===== config.mk =====
export PLATFORM = sky130hd
export DESIGN_NAME = load_store_unit
export DESIGN_NICKNAME = d
export VERILOG_FILES = /design/src/rtl/load_store_unit.sv
export SDC_FILE = /design/constraint.sdc
export NUM_CORES = 1
export LEC_CHECK = 0
export BUFFER_PORTS_ARGS = -buffer_cell sky130_fd_sc_hd__clkbuf_2
export CORE_MARGIN = 4
export CORE_UTILIZATION = 40
export CTS_CLUSTER_SIZE = 40
export DETAILED_ROUTE_END_ITERATION = 10
export GPL_ROUTABILITY_DRIVEN = 1
export PLACE_DENSITY = 0.66
export RECOVER_POWER = 100
export SETUP_SLACK_MARGIN = 0.5
export SYNTH_ARGS = -nofsm -noshare
export SYNTH_HDL_FRONTEND = slang
export SYNTH_SLANG_ARGS = --single-unit
export TNS_END_PERCENT = 30

===== constraint.sdc =====
create_clock -name clk -period 4.1 [get_ports clk]
set_clock_uncertainty 0.15 [all_clocks]
set_input_delay 0.205 -clock clk [delete_from_list [all_inputs] [get_ports clk]]
set_output_delay 0.205 -clock clk [all_outputs]
set_load 0.01 [all_outputs]

===== src/rtl/load_store_unit.sv =====
// Load/store stage: one data-memory transaction per request over req/gnt/rvalid,
// with byte-lane steering for stores and align/extend for loads.

module lsu_byte_lane #(
  parameter int LANE = 0
) (
  input  logic [1:0] size,   // funct3[1:0]: 00 byte, 01 half, 10 word
  input  logic [1:0] lane,   // ea[1:0]
  input  logic [7:0] b0,     // store_data[7:0]
  input  logic [7:0] b1,     // store_data[15:8]
  input  logic [7:0] bown,   // store_data byte that belongs to this lane
  output logic       strb,
  output logic [7:0] wbyte
);
  localparam logic [1:0] LANE_ID = 2'(LANE);

  always_comb begin
    strb  = 1'b0;
    wbyte = 8'h00;
    case (size)
      2'b00: begin
        strb  = (lane == LANE_ID);
        wbyte = b0;
      end
      2'b01: begin
        strb  = (lane[1] == LANE_ID[1]);
        wbyte = LANE_ID[0] ? b1 : b0;
      end
      2'b10: begin
        strb  = 1'b1;
        wbyte = bown;
      end
      default: ;
    endcase
  end
endmodule

module load_store_unit (
  input  logic        clk,
  input  logic        rst,
  input  logic        start,
  input  logic        is_store,
  input  logic [2:0]  funct3,
  input  logic [31:0] base,
  input  logic [31:0] offset,
  input  logic [31:0] store_data,
  input  logic [4:0]  rd,
  output logic        busy,
  output logic        done,
  output logic        fault,
  output logic        mem_req,
  output logic        mem_we,
  output logic [31:0] mem_addr,
  output logic [31:0] mem_wdata,
  output logic [3:0]  mem_wstrb,
  input  logic        mem_gnt,
  input  logic        mem_rvalid,
  input  logic [31:0] mem_rdata,
  output logic [31:0] write_back,
  output logic [4:0]  reg_dest,
  output logic        write_en
);
  localparam int NUM_LANES = 4;

  typedef enum logic [1:0] {S_IDLE, S_REQ, S_WAIT, S_WB} state_e;

  typedef struct packed {
    logic        is_store;
    logic [2:0]  funct3;
    logic [4:0]  rd;
    logic [31:0] ea;
    logic [31:0] sdata;
  } lsu_req_t;

  state_e      state_q, state_d;
  lsu_req_t    req_q, req_d;
  logic        fault_q, fault_d;
  logic [31:0] ldata_q, ldata_d;

  logic [31:0] ea;
  logic        bad_req;

  function automatic logic illegal_f3(input logic st, input logic [2:0] f3);
    if (st) return (f3 > 3'b010);
    return (f3 == 3'b011) || (f3[2:1] == 2'b11);
  endfunction

  function automatic logic misaligned(input logic [2:0] f3, input logic [1:0] lo);
    return ((f3[1:0] == 2'b01) && lo[0]) || ((f3[1:0] == 2'b10) && (lo != 2'b00));
  endfunction

  assign ea      = base + offset;
  assign bad_req = illegal_f3(is_store, funct3) || misaligned(funct3, ea[1:0]);

  always_comb begin
    state_d = state_q;
    req_d   = req_q;
    fault_d = 1'b0;
    ldata_d = ldata_q;
    case (state_q)
      S_IDLE: begin
        if (start) begin
          req_d = '{is_store: is_store, funct3: funct3, rd: rd, ea: ea, sdata: store_data};
          if (bad_req) fault_d = 1'b1;
          else         state_d = S_REQ;
        end
      end
      S_REQ: begin
        if (mem_gnt) state_d = req_q.is_store ? S_WB : S_WAIT;
      end
      S_WAIT: begin
        if (mem_rvalid) begin
          ldata_d = mem_rdata >> {req_q.ea[1:0], 3'b000};
          state_d = S_WB;
        end
      end
      S_WB:    state_d = S_IDLE;
      default: state_d = S_IDLE;
    endcase
  end

  always_ff @(posedge clk or negedge rst) begin
    if (!rst) begin
      state_q <= S_IDLE;
      req_q   <= '0;
      fault_q <= 1'b0;
      ldata_q <= '0;
    end else begin
      state_q <= state_d;
      req_q   <= req_d;
      fault_q <= fault_d;
      ldata_q <= ldata_d;
    end
  end

  // Store byte steering, one slice per memory byte lane
  logic [NUM_LANES-1:0]      lane_strb;
  logic [NUM_LANES-1:0][7:0] lane_wdata;

  for (genvar g = 0; g < NUM_LANES; g++) begin : g_lane
    lsu_byte_lane #(.LANE(g)) u_lane (
      .size  (req_q.funct3[1:0]),
      .lane  (req_q.ea[1:0]),
      .b0    (req_q.sdata[7:0]),
      .b1    (req_q.sdata[15:8]),
      .bown  (req_q.sdata[8*g +: 8]),
      .strb  (lane_strb[g]),
      .wbyte (lane_wdata[g])
    );
  end

  logic [31:0] ext_data;

  always_comb begin
    ext_data = ldata_q;
    case (req_q.funct3)
      3'b000:  ext_data = {{24{ldata_q[7]}},  ldata_q[7:0]};
      3'b001:  ext_data = {{16{ldata_q[15]}}, ldata_q[15:0]};
      3'b100:  ext_data = {24'h0, ldata_q[7:0]};
      3'b101:  ext_data = {16'h0, ldata_q[15:0]};
      default: ext_data = ldata_q;
    endcase
  end

  logic in_req, in_wb, st_req;

  assign in_req = (state_q == S_REQ);
  assign in_wb  = (state_q == S_WB);
  assign st_req = in_req && req_q.is_store;

  // Bus outputs are forced to zero outside REQ so an aborted or idle unit drives nothing
  assign busy       = (state_q != S_IDLE);
  assign done       = in_wb;
  assign fault      = fault_q;
  assign mem_req    = in_req;
  assign mem_we     = st_req;
  assign mem_addr   = in_req ? {req_q.ea[31:2], 2'b00} : 32'h0;
  assign mem_wdata  = st_req ? lane_wdata : 32'h0;
  assign mem_wstrb  = st_req ? lane_strb  : 4'h0;
  assign write_en   = in_wb && !req_q.is_store && (req_q.rd != 5'd0);
  assign write_back = write_en ? ext_data : 32'h0;
  assign reg_dest   = write_en ? req_q.rd : 5'd0;

endmodule


* Word-level counts from Yosys, hierarchy flattened
Cells that the tools add are included.
Storage, ports and cells: flip-flop bits (word level) 108, bits of input ports 142, output and inout bits 111, logic and storage cells 79
Cells by class: $add $sub $neg 1, order comparisons 1, equality and inequality tests 19, shift-type cells 1, muxes and demuxes 26, bitwise operators 1, reductions and logical operators 22
Operator list (count):
- 32-bit one-hot mux with 4 select lines | 1
- 32-bit two-way mux | 3
- 32-bit adder | 1
- 8-bit one-hot mux with 2 select lines | 2
- 32-bit by 5-bit right shift with 32-bit output | 1
- 8-bit one-hot mux with 3 select lines | 1
- 2-bit equality test, second input constant | 7
- 1-bit one-hot mux with 3 select lines | 4
- 2-bit by 1-bit equality test with 1-bit output, second input constant | 4
- 2-bit two-way mux | 4
- 8-bit two-way mux | 1
- 2-bit inequality test, second input constant | 4
- 2-bit one-hot mux with 4 select lines | 1
- 1-bit two-way mux | 7
- 3-bit equality test, second input constant | 2
- 2-bit zero test | 3
- 1-bit logical AND | 5
- 5-bit two-way mux | 1
- 5-bit nonzero test | 1
- 4-bit two-way mux | 1
- 2-bit AND reduction | 2
- 4-bit AND reduction | 1
- 2-bit nonzero test | 2
- 2-bit OR reduction | 2
- 8 further kinds | 10

* Logic depth before layout (Yosys ltp)
Gate-level depths: netlist of the first run.
depth after elaboration 8, depth in mapped cells 10, gate-level depth less buffers 10

* Hierarchy
A second synthesis of the first run with hierarchy kept.
Unflattened totals: cell total of the unflattened synthesis 838, area total of the unflattened synthesis 7654.8 µm²
By module, submodules not included:
- load_store_unit | instances 1, cells each 767, area each 7006.7 µm², sequential area each 2702.6 µm²
- lsu_byte_lane at g_lane[1].u_lane ... | instances 2, cells each 22, area each 209.0 µm², sequential area each 0.0 µm²
- lsu_byte_lane at g_lane[0].u_lane | instances 1, cells each 14, area each 116.4 µm², sequential area each 0.0 µm²
- lsu_byte_lane at g_lane[2].u_lane | instances 1, cells each 13, area each 113.9 µm², sequential area each 0.0 µm²

* Worst setup path after synthesis of the first run
No wires, ideal clock.
kind input to register, from input offset[0], to register req_q[60] in the netlist's numbering, setup time 147 ps, arrival 2027 ps, data required time 3803 ps, slack 1777 ps, stages 10, path buffers 0, cell sequence ha_1 -> inv_1 -> fa_1 -> nor2b_1 -> o2111ai_1 -> a21oi_1 -> o211ai_1 -> a21oi_1 -> mux2i_1 -> o311ai_0
Between the ends: cells in the longest elaborated chain, start to end 1
RTL lines:
- start: declaration | RTL line 45 | input logic [31:0] offset,
- 32-bit adder | RTL line 92 | assign ea = base + offset;
- end signal: assignment | RTL line 130 | req_q <= req_d;
- end: declaration | RTL line 76 | lsu_req_t req_q, req_d;
Every way passes these cells. A chain may end at the register's enable or synchronous reset.

* Worst setup path after layout of the first run
from register state_q[1], to output mem_wdata[27]
Between the ends: cells in the longest elaborated chain, start to end 3
RTL lines:
- start: declaration | RTL line 75 | state_e state_q, state_d;
- start signal: assignment | RTL line 129 | state_q <= state_d;
- 2-bit by 1-bit equality test with 1-bit output | RTL line 167 | assign in_req = (state_q == S_REQ);
- 1-bit logical AND | RTL line 169 | assign st_req = in_req && req_q.is_store;
- 32-bit two-way mux | RTL line 178 | assign mem_wdata = st_req ? lane_wdata : 32'h0;
- end: declaration | RTL line 54 | output logic [31:0] mem_wdata,
Every way passes these cells.

==> metrics.txt, run 1 <==
result of the run finished with violations; failing checks capacitance limit, slew limit; filler instances 1667; WP buf/inv 2; worst hold endpoint ldata_q[23]; Final setup viols 0; ys async rst share 100.0%; footprint of the multi-input gates 4199 um^2; reg2reg start state_q[0]; fin cells 1299; Cell Pwr Density 594.2 nW/um^2; WHS Path Cells 3; total design power 5.500 mW; Critical Path Slowest Stage Cell ha_1; I/O Buffers 250; max incr delay on CP 0.83 ns; Max-Cap Viols 4; CTS max path bufs 2; global-route wire length before repair 34720 um; Worst R2R Setup Slack 0.88 ns; RR Endpoint req_q[61]; fmax 295.1 MHz; Synth cell types 55; Slew HR -45.37%; crit-path leading delay family simple AND/OR/NAND/NOR gates; Synth Flop Type dfrtp_1; crit-path cells inv_1 -> ha_1 -> nand2_1 -> or2_1 -> nor2_1 -> clkbuf_1; routed wire length 21390 um; type of the worst setup path flip-flop to output pin; Routed Antenna Nets 0; element type at the critical path end output pin; VDD IR max 0.2911 mV; Area Growth Syn to Fin 29.16%; die area 20120 um^2; Avg WL per Cell 16.46 um; CTS Root Buffer Type clkbuf_16; row count 48; area share of the largest cell type after synthesis 37.71%; post-placement worst setup slack 1.181 ns; # nets final 1251; Post-CTS Resized 0; CTS HTree Levels 3; largest cells by area after synthesis dfrtp_1, mux2_2, ha_1, and2_1, o21ai_0; Inst Count DP 1232; Worst EP required 3.74 ns; share of cells above drive strength 1 24.42%; Die Ht 141.9 um; core region area 17420 um^2; Ys Warns 0; EDFF count, synth 0; Initial Util 41.15%; initial DRC count 519; Seq. cell area 2703 um^2; Critical Path AT 3.03 ns; Slew @ Worst Pin 2.180 ns; P_leak 4.344 nW; I/O pins 253; fin. max-slew vios 188; Die W 141.9 um; CP Launch Type flip-flop; # DRC 0; min Tclk post-route 3.388 ns; setup slack after layout 0.7116 ns; Post-DP HPWL 16100 um; Synth Register Bits 108; most common cell in the netlist dfrtp_1; hold crit path type primary input to flip-flop; synthesized instance count 798; total grt overflow 0; antenna violations before repair 1; Sink Count 108; vias after detailed routing 6909; largest net degree at the start of global routing 66; clk_lat worst skew 0.35 ns; final core utilization 53.15%; cell area after synthesis 7167 um^2; RSZ-0062 raised after global routing false; commonest cells in the netlist dfrtp_1, nand2_1, o21ai_0; routability cong. 0.8710; Final Hold Vio Count 0; hold_sp mem_rdata[23]; total negative setup slack 0 ns; Yosys top cell by area dfrtp_1; Tot GR Track Use 21.13%; clock slew at reported path FFs 0.07 ns; Final Cycle Share 82.64%; peak fanout along the critical path 33; vias in the first global route 6844; Seq/Total Area, Yosys 37.71%; TritonCTS buffer count 9; vias per cell 5.319; CTS tree yes; Mean Syn Cell Area 8.981 um^2; Pre-Repair DR Iteration Count 7; R2R cell count 6
metrics by stage:
| step | hold WS [ns] | cell area, um^2 |
|---|---|---|
| 4_1_cts | 0.02511 | 9346 |
| 3_3_place_gp | 0.1706 | 8561 |
| 5_1_grt | 0.09906 | 9256 |
| 6_report | 0.04749 | 9256 |
| 2_1_floorplan | -0.2406 | 7171 |
| 3_5_place_dp | 0.1697 | 8561 |
layer usage:
metal / global-route usage, % / up-vias / part of all wire (%)
met2: 35.07 / 236 / 47
met1: 28.27 / 3251 / 44
met3: 4.112 / 26 / 6.3
li1: - / 3396 / -
met5: 0 / - / 0
met4: 5.707 / 0 / 1.7
power by group:
part           internal [mW]  switching, mW
clock                  0.437          0.411
combinational           1.15           1.53
sequential              1.58          0.393
layout make-up:
| class | count | share of cell area [%] |
|---|---|---|
| tap | 225 | 3.041 |
| inverter | 22 | 0.8921 |
| sequential | 108 | 29.20 |
| clock inverter | 5 | 0.4596 |
| clock buffer | 11 | 2.622 |
| multi-input combinational | 622 | 45.36 |
| antenna | 1 | 0.02703 |
| timing repair buffer | 305 | 18.40 |
cell usage in the layout, fill, tap and decap left out, drive strengths merged, types with 8 or more instances in the layout:
cell / instances
mux2: 47
xnor2: 16
a21o: 18
nor2: 59
a211oi: 11
ha: 40
mux2i: 18
o21a: 18
xor2: 12
and2: 55
nand3: 8
a222oi: 8
dlygate4sd3: 50
a22oi: 16
nor2b: 12
clkbuf: 264
nand4: 8
nand2: 83
o21ai: 69
dfrtp: 108
inv: 25
a21oi: 62
a22o: 8
state kept, by name (all words and copies together) (netlist names):
| signal | cells |
|---|---|
| ldata_q | 32 |
| fault | 1 |
| req_q | 73 |
| state_q | 2 |
kinds of logic (layout without fill, tap and decap cells):
kind of cell	Yosys count	in the layout	synth area share, %
AOI/OAI and AO/OA	241	241	21.58
xor gates and xnor gates	28	28	3.422
adders and majority gates	41	41	7.263
buffers and inverters	69	343	3.754
DFF	108	108	37.71
muxes	65	65	9.899
other	1	3	0.05232
and+or+nand+nor	245	245	16.32
tightest hold or removal path, cell delays in order:
cell	delay [ns]
clkbuf_2	0.09
mux2i_1	0.07
o21ai_0	0.14
worst max path at each step:
stage               slack, ns            end  startpoint  cells past startpoint
CTS                      0.79  mem_wdata[27]  state_q[1]                      6
global route             0.38  mem_wdata[29]  state_q[1]                      6
finish                   0.71  mem_wdata[27]  state_q[1]                      6
global placement         1.17  mem_wdata[11]  state_q[1]                      6
floorplan                1.78      req_q[60]   offset[0]                     10
detailed placement       1.18  mem_wdata[27]  state_q[1]                      6
repair_timing:
item | in CTS | in global routing
hold buffers | 50 | 0
setup endpoints to repair | 0 | 0
endpoints found under the hold margin | 105 | 0
setup buffers | 0 | 0
Note: power is estimated with default switching activity, not from simulation.
==> run 2: changes to the inputs <==
--- a/config.mk
+++ b/config.mk
@@ -11,7 +11,7 @@
 export CTS_CLUSTER_SIZE = 40
 export DETAILED_ROUTE_END_ITERATION = 10
 export GPL_ROUTABILITY_DRIVEN = 1
-export PLACE_DENSITY = 0.66
+export PLACE_DENSITY = 0.69
 export RECOVER_POWER = 100
 export SETUP_SLACK_MARGIN = 0.5
 export SYNTH_ARGS = -nofsm -noshare
==> constraint.sdc (replaced) <==
create_clock -name clk -period 3 [get_ports clk]
set_clock_uncertainty 0.15 [all_clocks]
set_input_delay 0.15 -clock clk [delete_from_list [all_inputs] [get_ports clk]]
set_output_delay 0.15 -clock clk [all_outputs]
set_load 0.01 [all_outputs]
==> run 2 against run 1 <==
Compared with the run above: the flow now finishes without violations; utilization rose by 0.99 points; register-to-register slack got worse by 0.34 ns; routed wire length rose by 2.3%; global-route usage fell by 0.070 points; setup slack got worse by 0.29 ns; clock power rose by 47%; critical path depth rose by 1; final area rose by 1.9%; sequential power rose by 34%; sequential cell count did not move; power rose by 40%; highest routed layer is now met5.
==> metrics.txt, run 2 (synthesized netlist as in run 1, its figures left out) <==
Worst R2R Setup Slack 0.54 ns; initial DRC count 295; placed cell area 8661 um^2; min Tclk post-route 2.582 ns; crit path from state_q[0]; Tot GR Track Use 21.06%; antenna violations before repair 2; CP endpoint write_back[21]; routed wire length 21890 um; met3 wire len 1167 um; total grt overflow 0; Final Hold Vio Count 0; CTS max path bufs 2; Top Metal Used met5; hold crit path type primary input to flip-flop; biggest regs req_q: 73 flops, ldata_q: 32 flops, state_q: 2 flops; Avg WL per Cell 16.63 um; I/O Buffers 250; share of cells above drive strength 1 25.34%; Worst EP required 2.70 ns; Initial Util 41.15%; fin. max-slew vios 0; type of the worst setup path flip-flop to output pin; vias in the first global route 6650; commonest cells after routing, fill and taps aside clkbuf_2, dfrtp_1, nand2_1; Max-Cap Viols 0; I/O pins 253; Area Growth Syn to Fin 31.56%; peak fanout along the critical path 12; vias per cell 5.282; Pre-Repair DR Iteration Count 5; core region area 17420 um^2; DR WL met2 10650 um; max reg flops 73; TritonCTS buffer count 9; M1 wire length 9367 um; CP Launch Type flip-flop; Cell Pwr Density 816.8 nW/um^2; # DRC 0; RSZ-0062 raised after global routing true; routability cong. 0.8661; Slew HR 14.81%; max incr delay on CP 0.42 ns; die area 20120 um^2; Critical Path AT 2.28 ns; clock slew at reported path FFs 0.07 ns; fmax 387.2 MHz; P_leak 4.434 nW; Biggest register req_q; CTS HTree Levels 3; Sink Count 108; post-placement worst setup slack 0.2431 ns; CTS tree yes; Post-DP HPWL 16200 um; result of the run finished clean; Routed Antenna Nets 0; # nets final 1267; worst hold slack 0.02548 ns; CTS Root Buffer Type clkbuf_16; largest net degree at the start of global routing 60; final core utilization 54.14%; total negative setup slack 0 ns; Final Cycle Share 86.08%; Critical Path Slowest Stage Cell nor2b_1; Die W 141.9 um; Slew @ Worst Pin 1.278 ns; VDD IR max 0.3732 mV; element type at the critical path end output pin; vias after detailed routing 6951; Die Ht 141.9 um; clk_lat worst skew 0.34 ns; post-route design area 9429 um^2; reg2reg start state_q[0]; setup slack after layout 0.4176 ns; crit-path cells ha_1 -> nor2b_1 -> o21ai_4 -> a21oi_2 -> buf_6 -> o21a_1 -> clkbuf_1; row count 48; commonest non-fill, non-tap cell in the layout clkbuf_2; global-route wire length before repair 34190 um; RR Endpoint req_q[38]; Final setup viols 0; R2R cell count 5
[run 2: changes by cell type in the layout (fill, tap and decap cells not counted), sizes merged]
cell / delta
inv: -2
dlygate4sd3: +5
buf: +7
bufinv: +1
diode: +1
clkinv: +2
clkbuf: +3
[run 2: per-stage QoR]
stage | power, mW | std cells
after floorplan | 5.149 | 799
after global placement | 6.383 | 1242
after detailed placement | 6.477 | 1242
after CTS | 7.816 | 1314
after global routing | 8.324 | 1315
final | 7.702 | 1316
[run 2: what timing repair did]
item                       4_1_cts  5_1_grt
setup endpoints to repair       24       36
buffers inserted                 1        0
pin swaps                        1        0
hold endpoints to repair       108        0
resized for setup                2        5
hold buffers                    55        0
[run 2: per-layer routing]
metal / track usage [%] / vias up
li1: - / 3412
met1: 26.46 / 3266
met2: 36.07 / 228
met3: 3.337 / 43
met4: 8.687 / 2
met5: 0 / -
[run 2: power breakdown]
group | internal (mW) | leakage (nW) | switching (mW) | total (mW)
clock network | 0.679 | 0.149 | 0.567 | 1.25
registers | 2.16 | 1.33 | 0.482 | 2.64
logic | 1.64 | 2.96 | 2.18 | 3.82
[run 2: worst min path at each step]
stage	startpoint	end	cells past startpoint
2_1_floorplan	rst	fault	0
3_3_place_gp	rst	ldata_q[30]	1
3_5_place_dp	rst	ldata_q[30]	1
4_1_cts	mem_rdata[17]	ldata_q[17]	3
5_1_grt	mem_rdata[19]	ldata_q[19]	3
6_report	mem_rdata[17]	ldata_q[17]	3
[run 2: critical path, delay by kind of cell, from the launching register on]
kind / cells / cell delay, ns
buffers and inverters: 2 / 0.38
AO/OA/AOI/OAI: 3 / 0.54
AND/OR/NAND/NOR: 1 / 0.42
flip-flops: 1 / 0.39
adder cells (fa/ha/maj): 1 / 0.22
[run 2: area by class of cell]
cell class | count | area, um^2
inverters | 22 | 82.58
flip-flops and latches | 108 | 2703
well taps | 225 | 281.5
fillers | 1684 | 7988
clock inverters | 6 | 72.57
multi-input cells | 622 | 4202
clock buffers | 10 | 239.0
diodes | 2 | 5.005
repair buffers | 321 | 1844
